===== config.mk =====
export PLATFORM = sky130hd
export DESIGN_NAME = alarm_key_controller
export DESIGN_NICKNAME = d
export VERILOG_FILES = /design/src/rtl/alarm_clock_pkg.sv /design/src/rtl/key_shift_buffer.sv /design/src/rtl/alarm_key_controller.sv
export SDC_FILE = /design/constraint.sdc
export NUM_CORES = 1
export LEC_CHECK = 0
export ABC_AREA = 1
export CAP_MARGIN = 20
export CORE_MARGIN = 2
export CORE_UTILIZATION = 35
export CTS_CLUSTER_DIAMETER = 200
export DETAILED_ROUTE_END_ITERATION = 10
export GPL_TIMING_DRIVEN = 1
export PLACE_DENSITY = 0.65
export SETUP_SLACK_MARGIN = 0.15
export SLEW_MARGIN = 20
export SYNTH_ARGS = -nofsm -noshare
export SYNTH_HDL_FRONTEND = slang
export SYNTH_SLANG_ARGS = --single-unit

===== constraint.sdc =====
create_clock -name clock -period 3.1 [get_ports clock]
set_clock_uncertainty 0.2 [all_clocks]
set_input_delay 0.775 -clock clock [delete_from_list [all_inputs] [get_ports clock]]
set_output_delay 0.775 -clock clock [all_outputs]
set_load 0.05 [all_outputs]

===== src/rtl/alarm_clock_pkg.sv =====
// Shared types and constants for the alarm clock key-entry path.
package alarm_clock_pkg;

  typedef enum logic [2:0] {
    ST_IDLE,
    ST_SHOW_ALARM,
    ST_ENTRY,
    ST_COMMIT_A,
    ST_COMMIT_T,
    ST_CLEAR
  } state_t;

  localparam int DIGIT_W         = 4;
  localparam int MAX_HOUR        = 12;
  localparam int MAX_MIN_TENS    = 5;
  localparam int DEFAULT_TIMEOUT = 10;

  // True when the buffered digits form a 12-hour time 01:00..12:59.
  function automatic logic entry_valid(input logic [DIGIT_W-1:0] ms_hr,
                                       input logic [DIGIT_W-1:0] ls_hr,
                                       input logic [DIGIT_W-1:0] ms_min);
    logic [7:0] hours;
    hours = 8'(ms_hr) * 8'd10 + 8'(ls_hr);
    return (ms_hr <= 4'd1) && (hours >= 8'd1) && (hours <= 8'(MAX_HOUR)) &&
           (ms_min <= 4'(MAX_MIN_TENS));
  endfunction

endpackage


===== src/rtl/key_shift_buffer.sv =====
// Four-digit key shift buffer plus AM flag; clear wins over shift/toggle.
module key_shift_buffer
  import alarm_clock_pkg::*;
(
  input  logic               clock,
  input  logic               reset_n,
  input  logic               shift,
  input  logic               toggle_am,
  input  logic               clear,
  input  logic [DIGIT_W-1:0] key,
  output logic [DIGIT_W-1:0] ls_min,
  output logic [DIGIT_W-1:0] ms_min,
  output logic [DIGIT_W-1:0] ls_hr,
  output logic [DIGIT_W-1:0] ms_hr,
  output logic               am
);

  // Shift new digit in at ls_min, oldest digit falls off ms_hr.
  always_ff @(posedge clock) begin
    if (!reset_n || clear) begin
      ls_min <= '0;
      ms_min <= '0;
      ls_hr  <= '0;
      ms_hr  <= '0;
      am     <= 1'b0;
    end else begin
      if (shift) begin
        ms_hr  <= ls_hr;
        ls_hr  <= ms_min;
        ms_min <= ls_min;
        ls_min <= key;
      end
      if (toggle_am) am <= ~am;
    end
  end

endmodule


===== src/rtl/alarm_key_controller.sv =====
// Key-entry sequencer: collects digits, commits them to the alarm register or
// time counter on a button edge, and drives the display-select flags.
// Optional macro ENTRY_CHECK_EN rejects commits that are not a valid 12-hour time.
module alarm_key_controller
  import alarm_clock_pkg::*;
#(
  parameter int TIMEOUT_TICKS = DEFAULT_TIMEOUT
) (
  input  logic               clock,
  input  logic               reset_n,
  input  logic               one_second,
  input  logic               key_valid,
  input  logic [DIGIT_W-1:0] key,
  input  logic               am_pm_key,
  input  logic               alarm_button,
  input  logic               time_button,
  output logic [DIGIT_W-1:0] key_buffer_ls_min,
  output logic [DIGIT_W-1:0] key_buffer_ms_min,
  output logic [DIGIT_W-1:0] key_buffer_ls_hr,
  output logic [DIGIT_W-1:0] key_buffer_ms_hr,
  output logic               key_buffer_AM,
  output logic               load_new_a,
  output logic               load_new_c,
  output logic               show_alarm,
  output logic               show_new_time,
  output logic               entry_error
);

  state_t     state;
  logic       alarm_prev, time_prev;
  logic [2:0] digit_cnt;
  logic [7:0] tick_cnt;

  logic alarm_edge, time_edge, digit_ok, accepting;
  logic timeout_now, do_shift, do_toggle, do_clear, check_ok;

  // Event decode; button edges (and alarm level in IDLE) pre-empt keys.
  always_comb begin
    alarm_edge  = alarm_button & ~alarm_prev;
    time_edge   = time_button & ~time_prev;
    digit_ok    = key_valid & (key <= 4'd9);
    accepting   = ((state == ST_IDLE) & ~alarm_button & ~time_edge) |
                  ((state == ST_ENTRY) & ~alarm_edge & ~time_edge);
    timeout_now = (state == ST_ENTRY) & one_second & ~digit_ok & ~alarm_edge &
                  ~time_edge & (tick_cnt == 8'(TIMEOUT_TICKS - 1));
    do_shift    = accepting & digit_ok;
    do_toggle   = accepting & am_pm_key & ~timeout_now;
    do_clear    = (state == ST_CLEAR);
`ifdef ENTRY_CHECK_EN
    check_ok    = entry_valid(key_buffer_ms_hr, key_buffer_ls_hr, key_buffer_ms_min);
`else
    check_ok    = 1'b1;
`endif
  end

  key_shift_buffer u_buf (
    .clock     (clock),
    .reset_n   (reset_n),
    .shift     (do_shift),
    .toggle_am (do_toggle),
    .clear     (do_clear),
    .key       (key),
    .ls_min    (key_buffer_ls_min),
    .ms_min    (key_buffer_ms_min),
    .ls_hr     (key_buffer_ls_hr),
    .ms_hr     (key_buffer_ms_hr),
    .am        (key_buffer_AM)
  );

  // Sequencer with registered strobes and display flags.
  always_ff @(posedge clock) begin
    if (!reset_n) begin
      state         <= ST_IDLE;
      alarm_prev    <= 1'b0;
      time_prev     <= 1'b0;
      digit_cnt     <= '0;
      tick_cnt      <= '0;
      load_new_a    <= 1'b0;
      load_new_c    <= 1'b0;
      show_alarm    <= 1'b0;
      show_new_time <= 1'b0;
      entry_error   <= 1'b0;
    end else begin
      alarm_prev  <= alarm_button;
      time_prev   <= time_button;
      load_new_a  <= 1'b0;
      load_new_c  <= 1'b0;
      entry_error <= 1'b0;
      case (state)
        ST_IDLE: begin
          if (alarm_button) begin
            state      <= ST_SHOW_ALARM;
            show_alarm <= 1'b1;
          end else if (do_shift || do_toggle) begin
            state         <= ST_ENTRY;
            show_new_time <= 1'b1;
          end
          if (do_shift) begin
            digit_cnt <= (digit_cnt == 3'd4) ? 3'd4 : digit_cnt + 3'd1;
            tick_cnt  <= '0;
          end
        end
        ST_ENTRY: begin
          if (alarm_edge || time_edge) begin
            if (check_ok) begin
              state      <= alarm_edge ? ST_COMMIT_A : ST_COMMIT_T;
              load_new_a <= alarm_edge;
              load_new_c <= ~alarm_edge;
            end else begin
              state         <= ST_CLEAR;
              entry_error   <= 1'b1;
              show_new_time <= 1'b0;
            end
          end else if (do_shift) begin
            digit_cnt <= (digit_cnt == 3'd4) ? 3'd4 : digit_cnt + 3'd1;
            tick_cnt  <= '0;
          end else if (timeout_now) begin
            state         <= ST_CLEAR;
            show_new_time <= 1'b0;
          end else if (one_second) begin
            tick_cnt <= tick_cnt + 8'd1;
          end
        end
        ST_SHOW_ALARM: begin
          if (!alarm_button) begin
            state      <= ST_IDLE;
            show_alarm <= 1'b0;
          end
        end
        ST_COMMIT_A, ST_COMMIT_T: begin
          state         <= ST_CLEAR;
          show_new_time <= 1'b0;
        end
        ST_CLEAR: begin
          state     <= ST_IDLE;
          digit_cnt <= '0;
          tick_cnt  <= '0;
        end
        default: begin
          state         <= ST_IDLE;
          show_alarm    <= 1'b0;
          show_new_time <= 1'b0;
        end
      endcase
    end
  end

endmodule


==> qor.csv <==
stage;metric;value;unit
run_status;status;finished clean;
logic_synthesis;yosysTopAreaCellShare;39.33;%
logic_synthesis;ys.warnings.count;0;
floorplan;initial_core_util;36.39;%
global_route;groute.usage.overall;15.82;%
detailed_routing;first_pass_iters;4;
setup_path;r2r-start;state[0];
flow_run;maxCapViolations;0;
detailed_routing;wl_per_cell;10.92;µm
global_route;grt_max_degree;19;
setup_path;r2r_setup_slack;1160;ps
power;ir_worst_vdd;0.3082;mV
setup_path;cp.required;3080;ps
clock_tree;cts_root_buffer;clkbuf_8;
sta;rsz0062_at_grt;no;
logic_synthesis;synthArstFlopShare;0;%
logic_synthesis;synth_top_area_cell;dfxtp_1;
setup_path;cp_slowest_stage_delay;560;ps
floorplan;rows;25;
logic_synthesis;syn_inst;257;
place;dp_hpwl;2885;µm
logic_synthesis;synth_ff_type;dfxtp_1;
floorplan;ios;33;
setup_path;reg2reg_depth;9;
finish;antennaDiodeCount;0;
floorplan;die_area;5523;µm²
sta;maxSlewHeadroom;61.02;%
clock_tree;ctsHoldBuffers;0;
setup_path;r2r-end;tick_cnt[2];
floorplan;die_h;74.32;µm
logic_synthesis;syn-num-nets;270;
global_route;grt_overflow;0;
detailed_routing;vias;1678;
setup_path;endpoint_kind;register;
sta;hold_viol;0;
detailed_routing;ant_nets;0;
setup_path;startpoint;alarm_button;
logic_synthesis;synth_commonest_cells;nand2_1 (57), nor2_1 (38), dfxtp_1 (34);
global_route;grt_pass1_wl;6824;µm
logic_synthesis;ys_types;26;
sta;setup_viol;0;
finish;drive_gt1_share;7.560;%
sta;fin_crit;2463;ps
place;portBuffers;31;
setup_path;crit_top_cell;nand2_2;
power;power_density;776.1;nW/µm²
setup_path;endpoint;tick_cnt[3];
setup_path;worstSetupStartpointType;input pin;
clock_tree;clock_sinks;34;
logic_synthesis;synth.most_common_cell;nand2_1;
clock_tree;ctsResizeCount;0;
logic_synthesis;syn_area;1730;µm²
floorplan;die_w;74.32;µm
logic_synthesis;yosysSeqAreaShare;39.33;%
clock_tree;cts_buffer_depth;2;
global_route;grt_pass1_vias;1516;
sta;worst_pin_slew;583.3;ps
power;power.leakage;0.9397;nW
worst_hold_path;worstHoldPathType;reg2reg;
logic_synthesis;avgSynthCellArea;6.733;µm²
setup_path;crit_chain;clkdlybuf4s50_1 -> nand2_1 -> nand3_1 -> nand2_2 -> nand3_4 -> nand2_4 -> inv_2 -> nand2_2 -> nand2_2 -> inv_1 -> nor2_1 -> nor2_1;
clock_tree;htreeDepth;2;
clock_tree;post-cts-setup-buffer-count;0;
logic_synthesis;synth_edf_count;0;
setup_path;crit_fanout;11;
detailed_routing;drc;0;
detailed_routing;via_per_inst;4.687;
clock_tree;path_clk_slew;70;ps
place;placed_cells;350;
setup_path;crit_type;in2reg;
clock_tree;insertion_delay;290;ps
sta;finalCritPeriodShare;79.45;%
floorplan;core;4755;µm²
finish;final_cells;358;
logic_synthesis;ys_ff_latch;34;
setup_path;crit_slowest_cell;clkdlybuf4s50_1;
setup_path;cp.arrival;2440;ps
logic_synthesis;synth_area_leaders;dfxtp_1 (39%), nand2_1 (12%), nand3_1 (9.0%);
sta;max_freq;406.0;MHz
place;place.gp.congestion;0.9005;
detailed_routing;drtIter0Drc;86;
finish;syn_to_final_growth;27.55;%
detailed_routing;wirelength;3909;µm
global_route;grt_antenna_before_repair;0;
sta;slew_violations;0;
clock_tree;cts_tree;done;
finish;fin_nets;303;
clock_tree;cts_buffers;5;
sta;finalSetupTns;0;ps
cells by family (layout without fill, tap and decap cells):
kind of cell,Yosys count,in the layout,synth area share (%)
and+or+nand+nor,141,141,36.59
adders and majority gates,2,2,1.446
xor gates and xnor gates,5,5,2.531
DFF,34,34,39.33
other,1,1,0.2167
buffers and inverters,41,75,9.978
AOI/OAI and AO/OA,33,33,9.906
how the worst min path moves through the flow:
stage	startpoint	endpoint	slack (ps)	cells past startpoint
after floorplan	tick_cnt[6]	tick_cnt[6]	270	2
after global placement	show_new_time	show_new_time	240	2
after detailed placement	show_new_time	show_new_time	240	2
after CTS	show_new_time	show_new_time	260	2
after global routing	u_buf.ms_hr[1]	u_buf.ms_hr[1]	280	2
final	show_new_time	show_new_time	250	2
routing by layer:
metal / global-route usage [%] / wire length [µm] / vias up
li1: - / - / 875
met5: 0 / 0 / -
met3: 4.743 / 236 / 5
met2: 24.80 / 1757 / 55
met4: 6.548 / 54 / 0
met1: 20.38 / 1860 / 743
area by class of cell:
type,count,area (µm²)
timing repair buffer,34,332.8
multi-input combinational,182,877.1
clock inverter,3,40.04
sequential,34,680.7
clock buffer,5,68.82
fill,501,2547
tap,67,83.83
inverter,33,123.9
worst max-delay path, delay by kind of cell:
family	cells	cell delay (ps)
buffers and inverters	3	740
and+or+nand+nor	9	920
state kept, by name, summed over array words and instances, names as in the netlist:
register	cells
time_prev	1
tick_cnt	8
u_buf.am	1
u_buf.ls_hr	4
load_new_c	1
u_buf.ms_min	4
u_buf.ls_min	4
load_new_a	1
alarm_prev	1
show_alarm	1
show_new_time	1
u_buf.ms_hr	4
state	3
report_power, final:
group	leakage, nW	switching [mW]	internal, mW
combinational	0.605	0.476	0.239
clock	0.0579	0.164	0.237
sequential	0.277	0.0835	0.514
stage by stage:
stage	worst slack [ps]	instance area [µm²]	hold slack (ps)	utilization [%]	total power, mW
after detailed placement	327.9	2098	244.4	44.13	1.321
after floorplan	1042	1730	265.2	-	1.178
after CTS	635.5	2207	255.6	46.42	1.730
after global placement	352.7	2098	240.5	44.13	1.318
after global routing	423.0	2207	279.7	46.42	1.864
final	637.0	2207	250.1	46.42	1.713
placed cells by master, fill, tap and decap left out, drive strengths merged, types with 2 or more instances in the layout:
| master | Yosys | routed |
|---|---|---|
| o21ai | 8 | 8 |
| nand2 | 61 | 61 |
| dfxtp | 34 | 34 |
| nand4 | 5 | 5 |
| clkinv | 0 | 2 |
| clkbuf | 2 | 5 |
| a21oi | 24 | 24 |
| xor2 | 4 | 4 |
| inv | 33 | 33 |
| ha | 2 | 2 |
| nor2 | 40 | 40 |
| buf | 6 | 3 |
| nand3 | 33 | 33 |
| clkdlybuf4s50 | 0 | 31 |
| nor3 | 2 | 2 |
Power figures use the tool's default switching activity.
